### config.mk
export PLATFORM = sky130hd
export DESIGN_NAME = fill_acquisition_ctrl
export DESIGN_NICKNAME = d
export VERILOG_FILES = /design/src/rtl/fill_acquisition_ctrl.sv
export SDC_FILE = /design/constraint.sdc
export NUM_CORES = 1
export LEC_CHECK = 0
export ABC_CLOCK_PERIOD_IN_PS = 2000
export CORE_MARGIN = 2
export CORE_UTILIZATION = 30
export DETAILED_ROUTE_END_ITERATION = 8
export PLACE_DENSITY = 0.6
export RECOVER_POWER = 25
export SLEW_MARGIN = 25
export SYNTH_ARGS = -nofsm -noshare
export SYNTH_HDL_FRONTEND = slang
export SYNTH_SLANG_ARGS = --single-unit
### constraint.sdc
create_clock -name clk -period 2 [get_ports clk]
set_input_delay 0.4 -clock clk [delete_from_list [all_inputs] [get_ports clk]]
set_output_delay 0.4 -clock clk [all_outputs]
set_load 0.03 [all_outputs]
### src/rtl/fill_acquisition_ctrl.sv
// -----------------------------------------------------------------------------
// fill_acquisition_ctrl
//
// Purpose:
//   Responder side of the trigger go/done handshake. On go it latches the fill
//   number, writes a fixed-length burst of ADC samples into an external fill
//   buffer (one write per accepted sample, one clock after the sample), then
//   holds done until go is released. Also reports fill-number sequence errors
//   (sticky) and aborts (go released before the fill completed).
//
// Optional feature macro: FILL_HEADER_EN
//   When defined, a one-cycle HDR state writes {zeros, fill_tag} to address 0
//   and samples land at addresses 1..FILL_LEN. When undefined, samples land at
//   addresses 0..FILL_LEN-1 and HDR does not exist.
//
// Parameters:
//   DATA_W   width of sample_data / wr_data (>= 8)
//   ADDR_W   width of wr_addr
//   FILL_LEN samples per fill (1..2**ADDR_W, or 1..2**ADDR_W-1 with header)
//
// Ports:
//   clk           in   system clock, rising edge
//   reset         in   asynchronous active-low reset
//   go            in   fill request level, held until done is seen
//   fillNum       in   8-bit fill number, valid while go is high
//   sample_valid  in   sample_data qualifier
//   sample_data   in   ADC sample
//   wr_en         out  buffer write strobe (registered)
//   wr_addr       out  buffer write address (registered)
//   wr_data       out  buffer write data (registered)
//   done          out  fill complete, held until go falls
//   busy          out  high in every state except IDLE
//   fill_tag      out  fill number of the current/last fill
//   seq_err       out  sticky: fillNum was not last fill + 1 (mod 256)
//   abort         out  one-cycle pulse: go fell before the fill completed
// -----------------------------------------------------------------------------
module fill_acquisition_ctrl #(
    parameter int DATA_W   = 16,
    parameter int ADDR_W   = 10,
    parameter int FILL_LEN = 512
) (
    input  logic                     clk,
    input  logic                     reset,
    input  logic                     go,
    input  logic [7:0]               fillNum,
    input  logic                     sample_valid,
    input  logic signed [DATA_W-1:0] sample_data,
    output logic                     wr_en,
    output logic [ADDR_W-1:0]        wr_addr,
    output logic signed [DATA_W-1:0] wr_data,
    output logic                     done,
    output logic                     busy,
    output logic [7:0]               fill_tag,
    output logic                     seq_err,
    output logic                     abort
);

`ifdef FILL_HEADER_EN
    typedef enum logic [1:0] {IDLE, HDR, ACQ, DONE} state_t;
    localparam int ADDR_OFF = 1;
`else
    typedef enum logic [1:0] {IDLE, ACQ, DONE} state_t;
    localparam int ADDR_OFF = 0;
`endif

    localparam logic [ADDR_W-1:0] LAST_CNT = ADDR_W'(FILL_LEN - 1);
    localparam logic [ADDR_W-1:0] OFF_ADDR = ADDR_W'(ADDR_OFF);

`ifdef FILL_HEADER_EN
    // Header word: fill number in the low byte, upper bits zero.
    function automatic logic signed [DATA_W-1:0] header_word(input logic [7:0] tag);
        logic [DATA_W-1:0] w;
        w      = '0;
        w[7:0] = tag;
        return $signed(w);
    endfunction
`endif

    state_t                   r_state;
    state_t                   w_state_nxt;
    logic [ADDR_W-1:0]        r_count;
    logic [7:0]               r_last_fill;
    logic [7:0]               r_fill_tag;
    logic                     r_seq_err;
    logic                     r_abort;
    logic                     r_vld_p1;
    logic [ADDR_W-1:0]        r_addr_p1;
    logic signed [DATA_W-1:0] r_data_p1;

    logic w_start;
    logic w_accept;
    logic w_last;
    logic w_abort;
    logic w_hdr_wr;

    assign w_start  = (r_state == IDLE) && go;
    assign w_accept = (r_state == ACQ) && go && sample_valid;
    assign w_last   = w_accept && (r_count == LAST_CNT);
`ifdef FILL_HEADER_EN
    assign w_hdr_wr = (r_state == HDR) && go;
    assign w_abort  = ((r_state == HDR) || (r_state == ACQ)) && !go;
`else
    assign w_hdr_wr = 1'b0;
    assign w_abort  = (r_state == ACQ) && !go;
`endif

    // State register
    always_ff @(posedge clk or negedge reset) begin
        if (!reset) begin
            r_state <= IDLE;
        end else begin
            r_state <= w_state_nxt;
        end
    end

    // Next-state logic; go low in HDR/ACQ aborts, go low in DONE completes the handshake
    always_comb begin
        w_state_nxt = r_state;
        case (r_state)
            IDLE: begin
                if (go) begin
`ifdef FILL_HEADER_EN
                    w_state_nxt = HDR;
`else
                    w_state_nxt = ACQ;
`endif
                end
            end
`ifdef FILL_HEADER_EN
            HDR: begin
                if (!go) w_state_nxt = IDLE;
                else     w_state_nxt = ACQ;
            end
`endif
            ACQ: begin
                if (!go)         w_state_nxt = IDLE;
                else if (w_last) w_state_nxt = DONE;
            end
            DONE: begin
                if (!go) w_state_nxt = IDLE;
            end
            default: w_state_nxt = IDLE;
        endcase
    end

    // Fill bookkeeping: tag, sequence check and sample counter
    always_ff @(posedge clk or negedge reset) begin
        if (!reset) begin
            r_fill_tag  <= '0;
            r_last_fill <= '0;
            r_seq_err   <= 1'b0;
            r_count     <= '0;
            r_abort     <= 1'b0;
        end else begin
            r_abort <= w_abort;
            if (w_start) begin
                r_fill_tag  <= fillNum;
                r_last_fill <= fillNum;
                r_seq_err   <= r_seq_err | (fillNum != (r_last_fill + 8'd1));
                r_count     <= '0;
            end else if (w_accept) begin
                // Wraps only past the final sample, where the fill is already over.
                r_count <= r_count + 1'b1;
            end
        end
    end

    // Write stage p1: one clock from accepted sample to buffer write
    always_ff @(posedge clk or negedge reset) begin
        if (!reset) begin
            r_vld_p1  <= 1'b0;
            r_addr_p1 <= '0;
            r_data_p1 <= '0;
        end else begin
            r_vld_p1 <= w_accept | w_hdr_wr;
            if (w_accept) begin
                r_addr_p1 <= r_count + OFF_ADDR;
                r_data_p1 <= sample_data;
            end
`ifdef FILL_HEADER_EN
            else if (w_hdr_wr) begin
                r_addr_p1 <= '0;
                r_data_p1 <= header_word(r_fill_tag);
            end
`endif
        end
    end

    assign wr_en    = r_vld_p1;
    assign wr_addr  = r_addr_p1;
    assign wr_data  = r_data_p1;
    assign done     = (r_state == DONE);
    assign busy     = (r_state != IDLE);
    assign fill_tag = r_fill_tag;
    assign seq_err  = r_seq_err;
    assign abort    = r_abort;

endmodule

==> results of run 1 <==
## how the worst min path moves through the flow
stage               start                endpoint  depth (start not counted)
floorplan           reset         abort$_DFF_PN0_                          0
global placement    reset         abort$_DFF_PN0_                          1
detailed placement  reset  r_state[0]$_DFFE_PN0P_                          1
CTS                 reset         abort$_DFF_PN0_                          1
global route        reset         abort$_DFF_PN0_                          1
finish              reset  wr_data[8]$_DFFE_PN0P_                          1
## through the flow
step | total power, mW | cell area (µm²)
after detailed placement | 1.843 | 3018
after global routing | 2.686 | 3120
after floorplan | 1.526 | 2191
after global placement | 1.837 | 3018
final | 2.553 | 3120
after CTS | 2.598 | 3132
## metal layers
layer  share of wire, %  routed length (µm)  vias up  track usage [%]
met5                  0                   0        -                0
met4                1.8                  89        0            5.292
met3                5.1                 253        7            2.770
met2                 44                2217       48            20.81
met1                 49                2445      857            17.26
li1                   -                   -      880                -
## area by class of cell
| type | count | area share [%] |
|---|---|---|
| clock buffer | 7 | 2.767 |
| clock inverter | 1 | 0.9623 |
| inverter | 2 | 0.2807 |
| multi-input combinational | 165 | 29.83 |
| sequential | 49 | 39.29 |
| tap | 99 | 3.970 |
| timing repair buffer | 73 | 22.89 |
## power groups by stage
| stage | logic [mW] | registers, mW | clock network, mW |
|---|---|---|---|
| 6_report | 0.665 | 1.15 | 0.736 |
| 3_5_place_dp | 0.669 | 1.17 | 0 |
| 2_1_floorplan | 0.191 | 1.34 | 0 |
| 3_3_place_gp | 0.667 | 1.17 | 0 |
| 5_1_grt | 0.717 | 1.17 | 0.802 |
| 4_1_cts | 0.672 | 1.15 | 0.772 |
## kinds of logic (layout without fill, tap and decap cells)
kind of cell,Yosys count,after routing,synth area share [%]
AO/OA/AOI/OAI,16,16,5.026
XOR/XNOR,17,17,6.796
adder cells (fa/ha/maj),2,2,1.142
buffers and inverters,8,83,1.770
flip-flops,49,49,55.97
multiplexers,8,8,4.112
AND/OR/NAND/NOR,122,122,25.19
## placed cells by master, fill, tap and decap left out
cell and instances:
dlygate4sd2_1 2, nand2_1 81, nor3b_1 2, clkbuf_1 2, nor2_2 1, a41oi_1 2, nand3_1 6, a2111oi_2 1
buf_4 5, nor3_1 1, a21oi_1 3, or2_2 1, clkbuf_8 6, buf_12 1, a311oi_1 1, nand4b_4 1
o21a_1 1, xor2_1 11, a31oi_1 3, nor2_1 10, bufinv_16 1, nand2_2 1, nor2b_1 3, dfrtp_1 49
or3_1 4, and4_1 2, and2_1 2, clkbuf_2 1, nand4_1 3, clkinv_2 1, ha_1 2, o21ai_0 3
xnor2_1 6, nand2b_1 2, mux2_2 8, a311o_1 1, inv_1 1, a21o_1 1, clkdlybuf4s50_1 63, and3_1 2
## critical path: cells and delay by family (launching register included)
kind                     cells  cell delay, ns
XOR/XNOR                     1            0.16
AND/OR/NAND/NOR              1            0.37
adder cells (fa/ha/maj)      1            0.31
AO/OA/AOI/OAI                2            0.50
flip-flops                   1            0.44
## sequential cells by signal, summed over array words and instances, names as in the netlist
name      flops
wr_en         1
wr_data      16
wr_addr      10
fill_tag      8
abort         1
r_state       2
seq_err       1
r_count      10
## what timing repair did
action	in CTS	in global routing
endpoints found under the setup margin	2	1
gates resized for setup	2	1
setup buffers	0	0
==> impl_metrics.csv, run 1 <==
group,metric,value,unit
setup_path,rrSetupSlack,0.09,ns
sta,fin_worst_skew,0.01250,ns
place,dp_hpwl,3.432,mm
synth,synth-seq-area-share,55.97,%
power,p_clk_share,28.8,%
power,p_int,1.792,mW
layout,nets,326,
power,comb_power_share,26.1,%
routing,firstDrtPassIters,4,
setup_path,setup.worst_path.end,"seq_err$_DFFE_PN0P_",
global_routing,grt_pass1_wl,8.045,mm
layout,finalNonFillerCells,396,
sta,setup-tns-final,0,ns
sta,worst_pin_slew,0.9979,ns
synth,synth_area,2191,µm²
clocking,cts_tree,"yes",
routing,detail-route-antenna-nets,0,
place,io_buffers,66,
global_routing,grt_pass1_vias,1678,
job,cap_violations,0,
synth,syn-num-nets,252,
clocking,holdBufCountCts,0,
hold_path,min_path_type,"input port to asynchronous set/reset pin",
synth,synth_edf_count,0,
synth,avgSynthCellArea,9.869,µm²
die,die_w,89.46,µm
sta,hold_viol,0,
die,fp-row-count,31,
synth,yosys.area.top_type,"dfrtp_1",
power,seqPwrFrac,45.1,%
power,p_leak,1.436,nW
sta,fmax,524.6,MHz
sta,final.period_utilization,95.30,%
place,place.gp.congestion,0.8383,
routing,vias_per_cell,4.525,
setup_path,startpoint,"fill_tag[1]$_DFFE_PN0P_",
global_routing,overflow,0,
sta,layout_setup_ws,0.09391,ns
clocking,cts_buffer_depth,2,
power,p_switching,0.7612,mW
synth,ys_seq_elements,49,
synth,ys_top_cells_by_area,"dfrtp_1 56%, nand2_1 14%, xor2_1 4.4%",
setup_path,crit_fanout,5,
setup_path,arrival,2.08,ns
routing,wl_per_cell,12.64,µm
sta,hold-worst-slack,0.2284,ns
synth,synth.distinct_cells,35,
synth,synthCells,222,
sta,rsz0062_at_grt,"false",
run_status,status,"complete, no violations",
synth,synth.most_common_cell,"nand2_1",
setup_path,r2r_end,"seq_err$_DFFE_PN0P_",
power,swShare,29.82,%
global_routing,antenna_found_initial,0,
die,io-pin-count,67,
routing,wirelength,5.005,mm
clocking,clk_latency,0.30,ns
routing,dr_total_vias,1792,
clocking,cts_root_buf,"clkbuf_8",
setup_path,crit_chain,"ha_1 > xor2_1 > or3_1 > a2111oi_2 > a31oi_1",
clocking,cts.sinks,49,
synth,postSynth.asyncResetShare,100.0,%
place,pre_cts_ws,0.03332,ns
sta,slew_violations,0,
power,irDropWorstVdd,0.0004190,V
global_routing,grt_max_degree,32,
die,die-area,8002,µm²
setup_path,crit_required,2.18,ns
routing,drcViolationCount,0,
die,initial_utilization,30.53,%
layout,post-route-util,43.49,%
power,power_density,818.1,nW/µm²
synth,synth_commonest_cells,"81 x nand2_1, 49 x dfrtp_1, 11 x xor2_1, 10 x nor2_1, 8 x mux2_2",
layout,layout-drive-gt1-share,9.428,%
setup_path,critPathLaunchType,"flip-flop",
synth,yosysWarnings,0,
routing,dr.first_iter.drc_count,89,
sta,finalSetupViolCount,0,
setup_path,crit_type,"flip-flop to flip-flop",
layout,multi_input_area,930.9,µm²
clocking,cts_max_level,2,
setup_path,r2r_cells,5,
layout,regArea,1226,µm²
sta,finalCriticalPeriod,1.906,ns
setup_path,worstReg2RegStart,"fill_tag[1]$_DFFE_PN0P_",
layout,area.growth.synth_to_final,42.43,%
setup_path,critPathSlowestCell,"dfrtp_1",
layout,fill_cells,700,
setup_path,critPathCaptureType,"flip-flop",
clocking,cts_buffers,5,
clocking,clk_pin_slew_worst_paths,0.10,ns
sta,slew_headroom,33.47,%
die,core-area,7176,µm²
synth,synth_ff_type,"dfrtp_1",
synth,synth_top_area_share,55.97,%
global_routing,grt_use_total,13.04,%
place,dp_cells,388,
setup_path,slowest_delay,0.44,ns
die,die_h,89.46,µm
layout,n_antenna_cell,0,
(Power assumes the default switching activity.)
==> inputs of run 2 (changes only) <==
--- a/config.mk
+++ b/config.mk
@@ -9,5 +9,5 @@
 export CORE_MARGIN = 2
-export CORE_UTILIZATION = 30
+export CORE_UTILIZATION = 23
 export DETAILED_ROUTE_END_ITERATION = 8
-export PLACE_DENSITY = 0.6
+export PLACE_DENSITY = 0.5
 export RECOVER_POWER = 25
==> constraint.sdc (replaced) <==
create_clock -name clk -period 2 [get_ports clk]
set_input_delay 0.3 -clock clk [delete_from_list [all_inputs] [get_ports clk]]
set_output_delay 0.3 -clock clk [all_outputs]
set_load 0.03 [all_outputs]
==> impl_metrics.csv, run 2 (same netlist as run 1, synthesis figures left out) <==
group,metric,value,unit
run_status,status,"complete, no violations",
die,die-area,10320,µm²
global_routing,grt_pass1_vias,1791,
routing,vias_per_cell,4.242,
clocking,cts_root_buf,"clkbuf_8",
layout,finalNonFillerCells,425,
clocking,clk_pin_slew_worst_paths,0.09,ns
setup_path,critPathLaunchType,"flip-flop",
sta,layout_setup_ws,0.1326,ns
die,initial_utilization,23.71,%
place,place.gp.congestion,0.7082,
sta,hold-worst-slack,0.4829,ns
setup_path,crit_required,2.18,ns
power,totalPowerFinal,2.437,mW
global_routing,grt_pass1_wl,8.845,mm
sta,fmax,535.5,MHz
sta,worst_pin_slew,1.255,ns
sta,rsz0062_at_grt,"false",
power,p_leak,1.447,nW
layout,n_antenna_cell,0,
setup_path,crit_chain,"ha_1 > xor2_1 > or3_1 > a2111oi_1 > a31oi_1",
sta,hold_viol,0,
sta,slew_headroom,16.31,%
power,irDropWorstVdd,0.0002292,V
sta,finalSetupViolCount,0,
job,cap_violations,0,
clocking,cts.sinks,49,
setup_path,slowest_delay,0.43,ns
routing,dr_total_vias,1803,
global_routing,antenna_found_initial,0,
clocking,cts_buffers,5,
setup_path,critPathSlowestCell,"dfrtp_1",
routing,wl_per_cell,12.43,µm
layout,post-route-util,34.11,%
sta,slew_violations,0,
sta,setup-tns-final,0,ns
setup_path,crit_fanout,5,
layout,layout_commonest_cell,"nand2_1",
clocking,cts_buffer_depth,2,
setup_path,critPathCaptureType,"flip-flop",
hold_path,min_path_type,"flip-flop to flip-flop",
die,fp-row-count,35,
layout,largest_reg_flops,16,
setup_path,crit_type,"flip-flop to flip-flop",
layout,fin_area,3152,µm²
routing,drcViolationCount,0,
setup_path,arrival,2.04,ns
place,pre_cts_ws,0.1202,ns
clocking,clk_latency,0.31,ns
global_routing,overflow,0,
routing,wirelength,5.283,mm
routing,firstDrtPassIters,4,
sta,finalCriticalPeriod,1.867,ns
place,dp_hpwl,3.787,mm
die,die_w,101.6,µm
layout,layout-drive-gt1-share,8.784,%
routing,detail-route-antenna-nets,0,
sta,fin_worst_skew,0.008203,ns
power,power_density,773.2,nW/µm²
routing,dr.first_iter.drc_count,50,
place,dp_cells,417,
global_routing,grt_use_total,10.84,%
global_routing,grt_max_degree,30,
clocking,cts_tree,"yes",
layout,area.growth.synth_to_final,43.86,%
sta,final.period_utilization,93.37,%
die,io-pin-count,67,
die,die_h,101.6,µm
layout,final_cell_mix,"81 x nand2_1, 62 x clkdlybuf4s50_1, 49 x dfrtp_1, 11 x xor2_1, 10 x nor2_1",
place,place_area,3048,µm²
layout,nets,326,
die,core-area,9240,µm²
place,io_buffers,66,
clocking,cts_max_level,2,
run 2: cell types whose count changed in the layout (fill, tap and decap cells not counted), sizes merged, moves of 2 or more:
cell,change
dlygate4sd2,-2
dlygate4sd3,+2
dlymetal6s2s,+2
clkbuf,-2
run 2: layout make-up:
class | count | area (µm²)
timing repair buffer | 73 | 739.5
sequential | 49 | 1226
tap | 129 | 161.4
clock inverter | 1 | 7.507
fill | 946 | 6088
inverter | 2 | 8.758
multi-input combinational | 165 | 925.9
clock buffer | 6 | 82.58
run 2: worst max-delay path, delay by kind of cell (launching register included):
family,cells,cell delay [ns]
DFF,1,0.43
and+or+nand+nor,1,0.34
adders and majority gates,1,0.30
xor gates and xnor gates,1,0.17
AOI/OAI and AO/OA,2,0.50
run 2: power breakdown:
group	leakage, nW	total [mW]	internal, mW	switching (mW)
clock network	0.0433	0.616	0.274	0.342
registers	0.632	1.15	1.08	0.0750
logic	0.772	0.666	0.307	0.359
total	1.45	2.44	1.66	0.776
run 2: what timing repair did:
action	in CTS	in global routing
gates resized for setup	0	2
hold buffers	1	0
setup buffers	0	0
endpoints found under the setup margin	0	2
endpoints found under the hold margin	20	0
run 2: routing by layer:
metal  up-vias  part of all wire, %  global-route usage (%)
met5         -                    0                       0
met4         0                 0.64                   2.807
met3         7                  4.0                   2.692
met2        43                   49                   17.76
met1       873                   46                   14.30
li1        880                    -                       -
run 2: path summary, 6_finish.rpt:
kind | slack (ns) | to | startpoint | cells past startpoint
max | 0.13 | seq_err$_DFFE_PN0P_ | fill_tag[1]$_DFFE_PN0P_ | 5
min in group asynchronous | 0.78 | r_state[0]$_DFFE_PN0P_ | reset | 2
max reg2reg | 0.13 | seq_err$_DFFE_PN0P_ | fill_tag[1]$_DFFE_PN0P_ | 5
min | 0.48 | wr_data[14]$_DFFE_PN0P_ | wr_data[14]$_DFFE_PN0P_ | 2
min reg2reg | 0.48 | wr_data[14]$_DFFE_PN0P_ | wr_data[14]$_DFFE_PN0P_ | 2
max in group asynchronous | 0.45 | wr_addr[9]$_DFFE_PN0P_ | reset | 3
==> inputs of run 3 (changes only) <==
CTS_CLUSTER_SIZE = 20   (was not set)
==> results of run 3 <==
Same layout as run 2: the final DEF is identical, and so are final timing and power.
